File: config.mk
export PLATFORM = sky130hd
export DESIGN_NAME = bus_operand_mux
export DESIGN_NICKNAME = d
export VERILOG_FILES = /design/src/rtl/bus_mux_pkg.sv /design/src/rtl/bus_skid_buf.sv /design/src/rtl/bus_operand_mux.sv
export SDC_FILE = /design/constraint.sdc
export NUM_CORES = 1
export LEC_CHECK = 0
export BUFFER_PORTS_ARGS = -buffer_cell sky130_fd_sc_hd__buf_2
export CORE_MARGIN = 2
export CORE_UTILIZATION = 42
export CTS_BUF_LIST = sky130_fd_sc_hd__clkbuf_4 sky130_fd_sc_hd__clkbuf_8 sky130_fd_sc_hd__clkbuf_16
export DETAILED_ROUTE_END_ITERATION = 16
export GPL_ROUTABILITY_DRIVEN = 0
export PLACE_DENSITY = 0.76
export SETUP_SLACK_MARGIN = 0.05
export SYNTH_ARGS = -nofsm -noshare
export SYNTH_HDL_FRONTEND = slang
export SYNTH_SLANG_ARGS = --single-unit
File: constraint.sdc
create_clock -name clk -period 1.6 [get_ports clk]
set_clock_uncertainty 0.2 [all_clocks]
set_input_delay 0.32 -clock clk [delete_from_list [all_inputs] [get_ports clk]]
set_output_delay 0.32 -clock clk [all_outputs]
set_load 0.01 [all_outputs]
File: src/rtl/bus_mux_pkg.sv
// Shared definitions for the datapath operand selector: source codes and
// skid-buffer occupancy encoding.
package bus_mux_pkg;

    typedef enum logic [1:0] {
        SRC_REG  = 2'b00,
        SRC_IR   = 2'b01,
        SRC_IMM  = 2'b10,
        SRC_NONE = 2'b11
    } src_e;

    typedef enum logic [1:0] {
        EMPTY = 2'b00,
        ONE   = 2'b01,
        TWO   = 2'b10
    } occ_e;

endpackage

File: src/rtl/bus_skid_buf.sv
// Two-entry valid/ready skid buffer. in_ready and out_valid are registered,
// so the consumer's out_ready never reaches in_ready combinationally.
module bus_skid_buf
    import bus_mux_pkg::*;
#(
    parameter int PW = 18
) (
    input  logic          clk,
    input  logic          rst_n,
    input  logic [PW-1:0] in_data,
    input  logic          in_valid,
    output logic          in_ready,
    output logic [PW-1:0] out_data,
    output logic          out_valid,
    input  logic          out_ready
);

    occ_e          state_q;
    logic [PW-1:0] head_q;
    logic [PW-1:0] tail_q;
    logic          out_valid_q;
    logic          in_ready_q;
    logic          accept;
    logic          pop;

    assign accept = in_valid && in_ready_q;
    assign pop    = out_valid_q && out_ready;

    // head_q is always the word on the output; tail_q only holds the second
    // entry while the consumer is stalled.
    always_ff @(posedge clk or negedge rst_n) begin
        if (!rst_n) begin
            state_q     <= EMPTY;
            head_q      <= '0;
            tail_q      <= '0;
            out_valid_q <= 1'b0;
            in_ready_q  <= 1'b1;
        end else begin
            case (state_q)
                EMPTY: begin
                    if (accept) begin
                        head_q      <= in_data;
                        state_q     <= ONE;
                        out_valid_q <= 1'b1;
                    end
                end
                ONE: begin
                    if (accept && pop) begin
                        head_q <= in_data;
                    end else if (accept) begin
                        tail_q     <= in_data;
                        state_q    <= TWO;
                        in_ready_q <= 1'b0;
                    end else if (pop) begin
                        state_q     <= EMPTY;
                        out_valid_q <= 1'b0;
                    end
                end
                TWO: begin
                    if (pop) begin
                        head_q     <= tail_q;
                        state_q    <= ONE;
                        in_ready_q <= 1'b1;
                    end
                end
                default: begin
                    state_q     <= EMPTY;
                    out_valid_q <= 1'b0;
                    in_ready_q  <= 1'b1;
                end
            endcase
        end
    end

    assign in_ready  = in_ready_q;
    assign out_valid = out_valid_q;
    assign out_data  = head_q;

endmodule

File: src/rtl/bus_operand_mux.sv
// Registered operand selector: immediate > IR > register priority, sticky
// out-of-range flag. Define BUS_OPERAND_MUX_SEXT_EN to sign-extend the immediate.
module bus_operand_mux
    import bus_mux_pkg::*;
#(
    parameter int WIDTH = 16,
    parameter int NREG  = 8,
    parameter int SEL_W = $clog2(NREG),
    parameter int IMM_W = 9
) (
    input  logic                  clk,
    input  logic                  rst_n,
    input  logic [WIDTH*NREG-1:0] regs_flat,
    input  logic [WIDTH-1:0]      ir_in,
    input  logic [IMM_W-1:0]      imm_in,
    input  logic [SEL_W-1:0]      sel,
    input  logic                  r_sel,
    input  logic                  imm_sel,
    input  logic                  in_valid,
    output logic                  in_ready,
    output logic [WIDTH-1:0]      out_data,
    output logic [1:0]            out_src,
    output logic                  out_valid,
    input  logic                  out_ready,
    output logic                  err,
    input  logic                  err_clr
);

    localparam int PW = WIDTH + 2;

    logic [WIDTH-1:0] regWord;
    logic [WIDTH-1:0] immExt;
    logic [WIDTH-1:0] selData;
    src_e             selSrc;
    logic             badReq;
    logic             accept;
    logic [PW-1:0]    bufIn;
    logic [PW-1:0]    bufOut;
    logic             err_q;
    logic             err_d;

    // Explicit compare loop keeps an out-of-range sel from indexing past regs_flat.
    always_comb begin
        regWord = '0;
        for (int k = 0; k < NREG; k++) begin
            if (sel == SEL_W'(k)) begin
                regWord = regs_flat[k*WIDTH +: WIDTH];
            end
        end
    end

`ifdef BUS_OPERAND_MUX_SEXT_EN
    assign immExt = WIDTH'($signed(imm_in));
`else
    assign immExt = WIDTH'(imm_in);
`endif

    assign badReq = !imm_sel && !r_sel && (int'(sel) >= NREG);

    always_comb begin
        selData = regWord;
        selSrc  = SRC_REG;
        if (imm_sel) begin
            selData = immExt;
            selSrc  = SRC_IMM;
        end else if (r_sel) begin
            selData = ir_in;
            selSrc  = SRC_IR;
        end else if (badReq) begin
            selData = '0;
            selSrc  = SRC_NONE;
        end
    end

    assign bufIn  = {selSrc, selData};
    assign accept = in_valid && in_ready;

    // A new bad request wins over a simultaneous clear so no error is lost.
    always_comb begin
        err_d = err_q;
        if (err_clr) begin
            err_d = 1'b0;
        end
        if (accept && badReq) begin
            err_d = 1'b1;
        end
    end

    always_ff @(posedge clk or negedge rst_n) begin
        if (!rst_n) begin
            err_q <= 1'b0;
        end else begin
            err_q <= err_d;
        end
    end

    bus_skid_buf #(
        .PW(PW)
    ) u_skid (
        .clk      (clk),
        .rst_n    (rst_n),
        .in_data  (bufIn),
        .in_valid (in_valid),
        .in_ready (in_ready),
        .out_data (bufOut),
        .out_valid(out_valid),
        .out_ready(out_ready)
    );

    assign out_data = bufOut[WIDTH-1:0];
    assign out_src  = bufOut[PW-1 -: 2];
    assign err      = err_q;

endmodule

## After elaboration in Yosys (flattened, before gate mapping)

Index checks and enable logic that the tools add are counted.

- Flip-flop bits (word level): 40
- Bits in latches: 0
- Bits in writable memories: 0
- Memory bits (read-only): 0
- Logic and storage cells: 67
- Memories kept: 0

- Add/sub/neg operators: 0
- Multipliers: 0
- Div/mod/pow operators: 0
- $lt $le $gt $ge: 0
- Eq/ne operators: 17
- Shifts and indexed selects: 0
- Mux-type cells: 31
- Bitwise operators: 3
- Reductions and logical operators: 11

Operators by type and width:

| kind | number |
|---|---|
| 16-bit two-way mux | 10 |
| 18-bit two-way mux | 3 |
| 18-bit case mux with 3 select lines | 1 |
| 3-bit equality test (second input constant) | 4 |
| 2-bit two-way mux | 6 |
| 4-bit AND reduction | 3 |
| 2-bit by 1-bit inequality test with 1-bit output (second input constant) | 5 |
| 1-bit two-way mux | 8 |
| 3-bit by 2-bit equality test with 1-bit output (second input constant) | 2 |
| 1-bit case mux with 3 select lines | 2 |
| 2-bit case mux with 3 select lines | 1 |
| 5-bit AND reduction | 1 |
| 2-bit inequality test (second input constant) | 2 |
| 3-bit by 1-bit equality test with 1-bit output (second input constant) | 1 |
| 1-bit logical AND | 3 |
| 3-bit logical NOT | 1 |
| 3-bit by 1-bit inequality test with 1-bit output (second input constant) | 1 |
| 1-bit NOT | 3 |
| 3-bit AND reduction | 1 |
| 3-bit nonzero test | 1 |
| 2-bit by 1-bit equality test with 1-bit output (second input constant) | 1 |
| 2-bit equality test (second input constant) | 1 |
| 2-bit logical NOT | 1 |

## Longest topological paths before layout

- Word-level depth: 13
- Gate-level depth with buffers: 7
- Mapped depth without buffers: 4

## Hierarchy

A second synthesis with hierarchy kept.

- Cell total of the unflattened synthesis: 324
- Area total of the unflattened synthesis: 3360.7 um^2

By module, submodules not included:

| module | times used | cells an instance | area each (um^2) | sequential area each (um^2) |
|---|---|---|---|---|
| bus_skid_buf | 1 | 118 | 1848.0 | 1002.2 |
| bus_operand_mux | 1 | 206 | 1512.7 | 0.0 |

## Worst setup path after synthesis

OpenSTA, ideal clock, no wires.

- Kind: reg-to-reg
- Start point: register u_skid.in_ready_q (netlist: u_skid.in_ready)
- End point: register u_skid.tail_q[6]
- Library setup time: 0.074 ns
- Data arrival time: 1.445 ns
- Data required time: 1.326 ns
- Path slack: -0.119 ns
- Stages on the path, launching flop included: 6
- Path buffers: 1
- Period minus slack after synthesis: 1.719 ns
- Cells stage by stage: dfstp_2 and3b_1 and2_1 buf_6 mux2_4 o21ai_2

- Word-level cells in the longest chain between the ends: 4

Ends and longest elaborated chain:

| what | RTL line | RTL |
|---|---|---|
| from (decl) | bus_skid_buf.sv:22 | `logic in_ready_q;` |
| from (signal assigned) | bus_skid_buf.sv:37 | `in_ready_q <= 1'b1;` |
| from (signal assigned) | bus_skid_buf.sv:53 | `in_ready_q <= 1'b0;` |
| from (signal assigned) | bus_skid_buf.sv:63 | `in_ready_q <= 1'b1;` |
| 1-bit logical AND (*) | bus_skid_buf.sv:26 | `assign accept = in_valid && in_ready_q;` |
| 1-bit logical AND | bus_skid_buf.sv:48 | `if (accept && pop) begin` |
| 1-bit NOT (no source line) | -- |  |
| 3-bit AND reduction (no source line) (*) | -- |  |
| to (signal assigned) | bus_skid_buf.sv:51 | `tail_q <= in_data;` |
| to (decl) | bus_skid_buf.sv:20 | `logic [PW-1:0] tail_q;` |

Every way passes the cells marked *; elsewhere a longest branch is shown, timed or not.
A chain may end at the register's enable or synchronous reset.

## Worst setup path in the final report

- Start point: register u_skid.in_ready_q (netlist: u_skid.in_ready)
- End point: register u_skid.tail_q[7]

Same word-level chain as after synthesis.

==> metrics.txt <==
initial drt markers 175; WL per Instance 16.2 um; number of flops mapped to enable cells by yosys 0; status complete, but fails checks; syn avg cell area around 8.6 um^2; Place WS -339 ps; Post-Route WL 11.8 mm; combinational power share between 20% and 30%; post-layout min period 1760 ps; port bufs between 150 and 200; Setup TNS -3310 ps; fin. max-slew vios 0; H-tree depth 2; synth warn 0; Net Sw Frac 26.9%; Finish-stage setup viols 34; CTS clock-pin slew for the worst setup and hold paths around 80 ps; all-layer global routing usage 25.7%; sequential power share 38.5%; synth cell count leaders 64 x mux2i_1, 39 x dfrtp_1, 31 x nand2_1; grt met2 use 43.1%; worst skew pair latency 290 ps; startpoint types register; Num CTS Buffers 5; antenna violations before repair 0; PwrDens between 400 and 500 nW/um^2; CTS sink count 40; Die Height approximately 95 um; GR Util met1 34.1%; Clock Power Share 34.7%; worst setup margin -157 ps; vias per cell between 5 and 6; failing checks negative setup slack; Worst EP required 1620 ps; critical path arrival 1780 ps; # fillers 680; M3 GR Usage 3.87%; Distinct cells, synth 43; post-route ant nets 0; TritonCTS clock tree done; Seq/Total Area, Yosys ~29%; fin nets ~800; Post-synth ARST share 100%; post-detail-place hpwl a little over 9 mm; CTS root buffer clkbuf_8; Tightest Hold Check Type input pin to register; number of synthesized register bits 40; die width ~95 um; dpl cell area 4890 um^2; Netlist Area Pre-Place about 3500 um^2; Area Growth Syn to Fin 50.1%; first-pass GRT wire length 18.3 mm; CP Max Fanout 7; CP Class register to register; Max Cap Viol 0; critical path endpoint category register; Switching Power slightly above 0.7 mW; layout cells sized above 1 48.2%; share of the synthesized area in the top cell type 27.8%; largest net degree at the start of global routing 34; VDD IR-drop max approximately 0.00028 V; die area 9110 um^2; diodes inserted 0; Post-Syn Instances 406; dominant cell type by area after synthesis dfrtp_1; ys flop type dfrtp_1; synth top area cells dfrtp_1 28%, mux2i_1 18%, a211oi_1 3.8%, nand3b_1 3.8%, a22oi_1 3.4%; maximum clock path buffer count 2; design area 5270 um^2; Rows 33; num ports 184; Post-Syn Nets 569; Power Internal between 1.5 and 2 mW; vias in the first global route around 4000; DRC Markers 0; initial core utilization 42.9%; count leader, synth mux2i_1; Final Cycle Share 110%; GR Overflow Total 0; reg-to-reg slack, setup -160 ps; RSZ-0062 raised after global routing true; DR vias 3991; Final Hold Viols 0; P_leak 2.57 nW; Initial DRT Pass Iterations 4; fmax 0.569 GHz; grt peak-use layer met2; Core ar. 8180 um^2
logic make-up after synthesis:
group / after synthesis / synth area share [%]
AND/OR/NAND/NOR: 126 / 19.4
multiplexers: 67 / 19.5
buffers and inverters: 49 / 7.52
flip-flops: 40 / 28.5
other: 1 / 0.107
AO/OA/AOI/OAI: 123 / 24.9
placed cells by master (no fill, tap or decap), types with 15 or more instances in the layout:
master / instances
a22oi_1: 16
a21oi_1: 15
buf_4: 44
dfrtp_1: 39
o21ai_1: 24
nand2_1: 27
nand3b_1: 18
mux2i_1: 63
buf_2: 180
o211ai_1: 16
sequential cells by signal, indices dropped and copies added, names as in the netlist:
name              cells
u_skid.state_q        2
u_skid.out_data      18
u_skid.out_valid      1
u_skid.tail_q        18
u_skid.in_ready       1
worst max-delay path, cell delays in order, from the launching register on:
cell     delay [ps]
dfstp_2         550
and3b_2         280
and2_4          270
mux2_4          320
o21ai_2          50
timing repair:
item / CTS / global route
pin swaps: 12 / 11
setup endpoints to repair: 37 / 37
gates resized for setup: 12 / 25
cloned: 1 / 1
buffers inserted: 7 / 6
endpoints found under the hold margin: 15 / 0
hold buffers: 1 / 0
final timing paths:
| path | startpoint | endpoint | depth (start not counted) |
|---|---|---|---|
| hold / removal | regs_flat[115] | u_skid.tail_q[3] | 3 |
| min in group asynchronous | rst_n | u_skid.tail_q[5] | 2 |
| max in group asynchronous | rst_n | u_skid.tail_q[7] | 3 |
| setup reg to reg | u_skid.in_ready | u_skid.tail_q[7] | 4 |
| setup / recovery | u_skid.in_ready | u_skid.tail_q[7] | 4 |
| hold reg to reg | u_skid.tail_q[14] | u_skid.tail_q[14] | 2 |
power by group through the flow:
stage	clock network [mW]	registers [mW]	logic, mW
floorplan	0	1.03	0.352
global placement	0	1.03	0.676
detailed placement	0	1.03	0.693
CTS	0.923	1.01	0.698
global route	0.963	1.01	0.772
finish	0.911	1.01	0.704
layer usage:
| layer | up-vias | wire length [um] |
|---|---|---|
| met3 | 16 | 822 |
| met5 | - | 0 |
| met1 | 1866 | 5010 |
| met2 | 175 | 5770 |
| li1 | 1934 | - |
| met4 | 0 | 167 |
cell type report:
type	instances	area, um^2	share of cell area, %
clock buffer	7	96.3	1.83
clock inverter	1	30.0	0.570
inverter	11	41.3	0.783
multi-input combinational	318	2420	46.0
sequential	40	1000	19.0
tap	105	131	2.49
timing repair buffer	245	1550	29.3
through the flow:
stage | hold slack (ps) | total power [mW] | util [%] | cells
after CTS | 126 | 2.63 | 62.7 | 721
after detailed placement | 28.6 | 1.72 | 59.8 | 704
after global placement | 33.2 | 1.71 | 59.8 | 704
final | 129 | 2.63 | 64.5 | 727
after floorplan | -176 | 1.38 | - | 406
after global routing | 127 | 2.75 | 64.5 | 727
Power figures use the tool's default switching activity.
